--- src/rtl/mips_rf_pkg.sv ---
`default_nettype none
// ============================================================================
// Module   : mips_rf_pkg
// Brief    : Shared register-file constants and the register address type.
// Revision : 1.0 - initial release
// ============================================================================
package mips_rf_pkg;

    localparam int NREGS = 32;
    localparam int AW    = 5;
    localparam int W     = 32;

    typedef logic [AW-1:0] reg_addr_t;

endpackage
`default_nettype wire

--- src/rtl/regfile_scoreboard.sv ---
`default_nettype none
// ============================================================================
// Module   : regfile_scoreboard
// Brief    : One busy bit per register; set/clear/flush plus two lookup ports.
// Revision : 1.0 - initial release
// ============================================================================
module regfile_scoreboard
    import mips_rf_pkg::*;
(
    input  logic      clk,
    input  logic      reset,
    input  logic      set_en,
    input  reg_addr_t set_addr,
    input  logic      clr_en,
    input  reg_addr_t clr_addr,
    input  logic      flush,
    input  reg_addr_t lk_a_addr,
    output logic      lk_a_busy,
    input  reg_addr_t lk_b_addr,
    output logic      lk_b_busy
);

    logic [NREGS-1:0] busy_q;
    logic [NREGS-1:0] busy_d;

    // Order matters: set overrides a same-index clear, flush overrides both.
    always_comb begin
        busy_d = busy_q;
        if (clr_en) begin
            busy_d[clr_addr] = 1'b0;
        end
        if (set_en && (set_addr != '0)) begin
            busy_d[set_addr] = 1'b1;
        end
        if (flush) begin
            busy_d = '0;
        end
    end

    always_ff @(posedge clk) begin
        if (reset) begin
            busy_q <= '0;
        end else begin
            busy_q <= busy_d;
        end
    end

    assign lk_a_busy = busy_q[lk_a_addr];
    assign lk_b_busy = busy_q[lk_b_addr];

endmodule
`default_nettype wire

--- src/rtl/regfile_read_unit.sv ---
`default_nettype none
// ============================================================================
// Module   : regfile_read_unit
// Brief    : Two-operand register read with valid/ready, 1-cycle latency and
//            a busy-bit scoreboard that stalls reads of pending writes.
// Revision : 1.0 - initial release
// ============================================================================
module regfile_read_unit
    import mips_rf_pkg::*;
(
    input  logic                 clk,
    input  logic                 reset,
    input  logic [NREGS*W-1:0]   regs_flat,
    input  logic                 wr_en,
    input  logic [AW-1:0]        wr_addr,
    input  logic                 req_valid,
    output logic                 req_ready,
    input  logic [AW-1:0]        req_rs,
    input  logic [AW-1:0]        req_rt,
    input  logic                 req_dst_vld,
    input  logic [AW-1:0]        req_dst,
    output logic                 rsp_valid,
    input  logic                 rsp_ready,
    output logic [W-1:0]         rsp_rs_data,
    output logic [W-1:0]         rsp_rt_data,
    input  logic                 flush
);

    logic [W-1:0] regs_arr [NREGS];

    genvar gi;
    generate
        for (gi = 0; gi < NREGS; gi++) begin : g_unpack
            assign regs_arr[gi] = regs_flat[gi*W +: W];
        end
    endgenerate

    logic         rs_busy;
    logic         rt_busy;
    logic         hazard;
    logic         accept;
    logic         rsp_valid_q;
    logic         rsp_valid_d;
    logic [W-1:0] rs_data_q;
    logic [W-1:0] rs_data_d;
    logic [W-1:0] rt_data_q;
    logic [W-1:0] rt_data_d;

    regfile_scoreboard u_scoreboard (
        .clk       (clk),
        .reset     (reset),
        .set_en    (accept && req_dst_vld),
        .set_addr  (req_dst),
        .clr_en    (wr_en),
        .clr_addr  (wr_addr),
        .flush     (flush),
        .lk_a_addr (req_rs),
        .lk_a_busy (rs_busy),
        .lk_b_addr (req_rt),
        .lk_b_busy (rt_busy)
    );

    // A write landing this cycle is already in regs_flat at the posedge.
    assign hazard = (rs_busy && !(wr_en && (wr_addr == req_rs)))
                  | (rt_busy && !(wr_en && (wr_addr == req_rt)));

    assign req_ready = !hazard && !flush && (!rsp_valid_q || rsp_ready);
    assign accept    = req_valid && req_ready;

    always_comb begin
        rsp_valid_d = rsp_valid_q;
        rs_data_d   = rs_data_q;
        rt_data_d   = rt_data_q;
        if (accept) begin
            rs_data_d = (req_rs == '0) ? '0 : regs_arr[req_rs];
            rt_data_d = (req_rt == '0) ? '0 : regs_arr[req_rt];
        end
        if (flush) begin
            rsp_valid_d = 1'b0;
        end else if (accept) begin
            rsp_valid_d = 1'b1;
        end else if (rsp_ready) begin
            rsp_valid_d = 1'b0;
        end
    end

    always_ff @(posedge clk) begin
        if (reset) begin
            rsp_valid_q <= 1'b0;
            rs_data_q   <= '0;
            rt_data_q   <= '0;
        end else begin
            rsp_valid_q <= rsp_valid_d;
            rs_data_q   <= rs_data_d;
            rt_data_q   <= rt_data_d;
        end
    end

    assign rsp_valid   = rsp_valid_q;
    assign rsp_rs_data = rs_data_q;
    assign rsp_rt_data = rt_data_q;

endmodule
`default_nettype wire

--- config.mk ---
export PLATFORM = sky130hd
export DESIGN_NAME = regfile_read_unit
export DESIGN_NICKNAME = d
export VERILOG_FILES = /design/src/rtl/mips_rf_pkg.sv /design/src/rtl/regfile_scoreboard.sv /design/src/rtl/regfile_read_unit.sv
export SDC_FILE = /design/constraint.sdc
export NUM_CORES = 1
export LEC_CHECK = 0
export CAP_MARGIN = 20
export CORE_AREA = 2 2 433 435
export DETAILED_ROUTE_END_ITERATION = 16
export DIE_AREA = 0 0 435 437
export PLACE_DENSITY = 0.31
export SETUP_SLACK_MARGIN = 0.15
export SLEW_MARGIN = 25
export SYNTH_ARGS = -nofsm -noshare
export SYNTH_HDL_FRONTEND = slang
export SYNTH_SLANG_ARGS = --single-unit
--- constraint.sdc ---
create_clock -name clk -period 3.6 [get_ports clk]
set_input_delay 0.36 -clock clk [delete_from_list [all_inputs] [get_ports clk]]
set_output_delay 0.36 -clock clk [all_outputs]
set_load 0.01 [all_outputs]
* After elaboration in Yosys (flattened, before gate mapping)
Index checks and enable logic that the tools add are counted.
Word-level totals: input port bits 1051, flip-flop bits (word level) 97, output and inout port bits 66
Operators by class: reduce and logical (&&, ||, !) cells 22, order comparisons 8, equal/unequal tests 2, muxes and demuxes 20, bitwise gates (word level) 6
Operator list (number):
- $bmux 32 s5 | 2
- $mux 32 | 8
- $and 32x32->32 | 1
- $not 32->32 | 1
- $or 32x32->32 | 1
- $lt 5x6->1 const B | 4
- $ge 6x6->1 const B | 2
- $not 5->6 | 2
- $logic_and 1x1->1 | 11
- $bmux 1 s5 | 2
- $demux 1 s5 | 2
- $eq 5x5->1 | 2
- $ge 5x1->1 const B | 2
- $logic_not 5->1 | 2
- $mux 1 | 6
- $logic_not 1->1 | 5
- $reduce_bool 5->1 | 1
- $reduce_bool 2->1 | 1
- $reduce_or 2->1 | 1
- $logic_or 1x1->1 | 1
- $or 1x1->1 | 1

* Depth between registers and ports, before layout
depth after elaboration 12, gate-level depth with buffers 12, depth with buffers taken out 6

* Hierarchy
A second synthesis with hierarchy kept.
Unflattened totals: cell total of the unflattened synthesis 2180, area total of the unflattened synthesis 22639.2 um2
By module, submodules not included:
- regfile_read_unit | area an instance 20701.1 um2, cells an instance 1936, sequential area each 1301.2 um2, instances 1
- regfile_scoreboard | area an instance 1938.1 um2, cells an instance 244, sequential area each 640.6 um2, instances 1

* Least setup slack after synthesis
OpenSTA, ideal clock, no wires.
path type input to register, start point in req_rs[0], end point reg rs_data_q[14] (netlist: rsp_rs_data[14]), arrival 2.425 ns, setup slack 1.052 ns, stages 9, path buffers 4, cells stage by stage buf_4 buf_2 buf_6 buf_2 mux4_2 a22o_1 o21ai_0 a21oi_1 mux2_1
Between the ends: word-level cells in the longest chain between the ends 9, elaborated cells on any way between the ends 17, those cells by class eq/ne (1); mux (6); bitwise (2); reduce/logical (8)
Ends and longest elaborated chain:
- start: declaration | RTL line regfile_read_unit.sv:18 | input logic [AW-1:0] req_rs,
- branches (longest 9 deep; another with $bmux 1 s5)
- end signal: assignment | RTL line regfile_read_unit.sv:94 | rs_data_q <= rs_data_d;
- end: declaration | RTL line regfile_read_unit.sv:44 | logic [W-1:0] rs_data_q;
Parallel ways; which one is timed is not known. The select of a mux whose other input is x is not followed. A chain may end at the register's enable or synchronous reset.

* Worst setup path in the final report
start point reg u_scoreboard.busy_q[30], end point out req_ready
Between the ends: word-level cells in the longest chain between the ends 7, elaborated cells on any way between the ends 10, those cells by class mux (4); bitwise (1); reduce/logical (5)
Ends and longest elaborated chain:
- start: declaration | RTL line regfile_scoreboard.sv:23 | logic [NREGS-1:0] busy_q;
- start signal: assignment | RTL line regfile_scoreboard.sv:44 | busy_q <= busy_d;
- $bmux 1 s5, on equally long branches | RTL line regfile_scoreboard.sv:48, regfile_scoreboard.sv:49
- $mux 1, on equally long branches | RTL line regfile_scoreboard.sv:48, regfile_scoreboard.sv:49
- $logic_and 1x1->1, on equally long branches | RTL line regfile_read_unit.sv:64, regfile_read_unit.sv:65
- $or 1x1->1 (*) | RTL line regfile_read_unit.sv:65 | | (rt_busy && !(wr_en && (wr_addr == req_rt)));
- $logic_not 1->1 (*) | RTL line regfile_read_unit.sv:67 | assign req_ready = !hazard && !flush && (!rsp_valid_q || rsp_ready);
- $logic_and 1x1->1 (*) (2 in a row) | RTL line regfile_read_unit.sv:67
- end: declaration | RTL line regfile_read_unit.sv:17 | output logic req_ready,
Every way passes the cells marked *; elsewhere a longest branch is shown, timed or not. The select of a mux whose other input is x is not followed.

==> flow_summary.yaml <==
cts:
  cts_max_path_buffers: 2
  path_clk_slew_ns: 0.09
  cts_tree: "done"
  cts_sinks: 97
  clkLatencyLatePin_ns: 0.44
  cts_buffers: 9
  post_cts_buffers: 0
  cts_root_buffer: "clkbuf_16"
  htree_levels: 3
  post_cts_resized: 0
  cts.hold.buffers_added: 0
logic_synthesis:
  synth_top_cell_by_area: "mux4_2"
  synth_edf_count: 0
  syn_area_per_cell_sq_um: 12.9
  synthArstFlopShare: 0
  synthFlopType: "dfxtp_1"
  synth_nets: 2660
  yosysWarnings: 0
  synth.most_common_cell: "mux4_2"
  ys_ff_latch: 97
  synth_commonest_cells: "518 x mux4_2, 257 x mux2i_1, 106 x clkbuf_1, 97 x dfxtp_1, 94 x o22ai_1"
  yosysTopAreaCellShare: 0.561
  synth_area_leaders: "mux4_2 56%, mux2i_1 12%, dfxtp_1 9.3%"
  synthCells: 1609
  synth.distinct_cells: 54
  mappedNetlistArea_sq_um: 20800
  ys_seq_area_frac: 0.0933
critical_path:
  cp.buffers_inverters: 2
  required_ns: 3.24
  crit_path_end_kind: "output port"
  crit_family: "multiplexers"
  crit_type: "reg2out"
  path_max_fanout: 3
  start_kind: "register"
  max_stage_delay_ns: 0.54
  path_cells: "mux4_2 > mux2_2 > a221oi_1 > or4_4 > nand2_2 > inv_1 > clkdlybuf4s50_1"
  crit_path_top_delay_cell: "clkdlybuf4s50_1"
  arrival_ns: 2.84
hold_path:
  min_path_type: "reg2reg"
sta:
  finalHoldViolations: 0
  slew_headroom: 0.280
  maxClockFrequency_mhz: 312
  timing.final.crit_share: 0.890
  rsz0062_at_grt: "no"
  fin_skew_ns: 0.0176
  tightest_slew_ns: 1.08
  setup_tns_ns: 0
  slew_violations: 0
  min_period_ns: 3.20
  finalSetupViolCount: 0
drt:
  routed_wl_um: 204000
  drt_iter0_markers: 1389
  drc: 0
  wl_per_cell_um: 39.4
  ant_nets: 0
  first_pass_iters: 5
  vias: 22400
  viasPerCell: 4.31
run_status:
  status: "finished clean"
global_route:
  antenna_found_initial: 102
  track_usage: 0.208
  met2_usage: 0.399
  grt_first_pass_wirelength_um: 259000
  grt_pass1_vias: 23600
  overflow: 0
  grt.busiest_layer: "met2"
  globalRouteMet1Util: 0.231
  grt_max_degree: 106
  met3_usage: 0.0514
floorplanning:
  dieArea_sq_um: 190000
  placementRows: 158
  die_h_um: 437
  ios: 1117
  core_area_sq_um: 185000
  start_util: 0.112
  die_w_um: 435
finish:
  final_util: 0.194
  regArea_sq_um: 1940
  final_area_sq_um: 35900
  synthToLayoutAreaGrowth_pct: 72.5
  layout-drive-gt1-share: 0.283
  num-fill-cells: 20300
  nets: 3726
  final_cell_count_no_fill: 5191
  multiInputGateArea_sq_um: 17800
power_and_ir_drop:
  pwr-share-clk: 0.161
  p_switching_mw: 2.85
  p_leak_nw: 11.9
  share_comb_of_total_power: 0.675
  power_density_nw_per_um2: 195
  p_int_mw: 4.16
  pwr-share-seq: 0.164
  ir_worst_vdd_mv: 0.210
  p_sw_frac: 0.406
job:
  cap_violations: 0
placement:
  place_congestion: 0.889
  placed_cells_incl_taps: 5144
  place_hpwl_um: 176000
  place_area_sq_um: 35500
  port-buffer-count: 1116
==> cells in the final DEF (no fill, tap or decap), types with 4 or more instances in the layout <==
cell type,netlist,layout
a211o_1,9,9
a21o_1,9,9
a21oi_1,16,16
a221o_1,10,10
a221oi_1,11,11
a22o_1,6,6
buf_12,0,25
buf_4,18,125
buf_8,6,5
clkbuf_16,0,9
clkdlybuf4s50_1,0,1106
dfxtp_1,97,97
diode_2,0,31
inv_1,4,4
mux2_2,50,50
mux2i_1,257,257
mux4_2,518,518
nand2_1,37,35
nand2b_1,53,53
nand3_1,6,6
nand3b_1,5,5
nand4_1,4,4
nor2_1,53,51
nor2b_1,22,21
o211ai_1,32,32
o21ai_0,14,14
o221ai_1,9,9
o22ai_1,94,94
o31ai_1,16,16
o41ai_1,16,16
or3_1,12,10
xor2_1,9,9
==> cell type report <==
type,instances,area share
inverter,6,0.000697
multi-input combinational,1297,0.497
antenna,31,0.00216
tap,2480,0.0865
sequential,97,0.0541
timing repair buffer,1264,0.351
clock buffer,9,0.00628
clock inverter,7,0.00206
==> path summary, 6_finish.rpt <==
path | slack (ns) | endpoint | cells after the start | from
min reg2reg | 0.47 | rsp_rt_data[24]$_SDFFE_PP0P_ | 2 | rsp_rt_data[24]$_SDFFE_PP0P_
max | 0.40 | req_ready | 7 | u_scoreboard.busy_q[30]$_SDFF_PP0_
min | 0.47 | rsp_rt_data[24]$_SDFFE_PP0P_ | 2 | rsp_rt_data[24]$_SDFFE_PP0P_
max reg2reg | 0.80 | rsp_rs_data[19]$_SDFFE_PP0P_ | 7 | u_scoreboard.busy_q[30]$_SDFF_PP0_
==> power by group through the flow <==
stage	Clock [mW]	Sequential, mW	Combinational, mW
floorplan	0	1.18	1.95
global placement	0	1.17	4.88
detailed placement	0	1.17	4.86
CTS	1.21	1.15	4.89
global route	1.22	1.16	4.99
finish	1.13	1.15	4.73
==> sequential cells by signal (all words and copies together), names as in the netlist <==
signal and flops:
rsp_rs_data 32, rsp_rt_data 32, rsp_valid 1, u_scoreboard.busy_q 32
==> cells by family after synthesis <==
group,Yosys count,share of synthesized area
AO/OA/AOI/OAI,250,0.0856
XOR/XNOR,10,0.00421
buffers and inverters,215,0.0512
flip-flops,97,0.0933
multiplexers,827,0.712
AND/OR/NAND/NOR,210,0.0532
==> per-layer routing <==
| layer | part of all wire | wire length [um] |
|---|---|---|
| met1 | 0.38 | 76900 |
| met2 | 0.55 | 111000 |
| met3 | 0.059 | 12000 |
| met4 | 0.018 | 3670 |
| met5 | 0.0015 | 298 |
==> tightest hold or removal path, cell delays in order, from the launching register on <==
cell	delay, ns
dfxtp_1	0.32
nand2b_1	0.06
mux2i_1	0.05
==> through the flow <==
stage | total power [mW] | setup slack [ns] | hold WS, ns
2_1_floorplan | 3.13 | 1.05 | 0.455
3_3_place_gp | 6.06 | 0.118 | 0.462
3_5_place_dp | 6.04 | 0.127 | 0.464
4_1_cts | 7.24 | 0.354 | 0.476
5_1_grt | 7.36 | 0.282 | 0.492
6_report | 7.01 | 0.396 | 0.473
(Power assumes the default switching activity.)
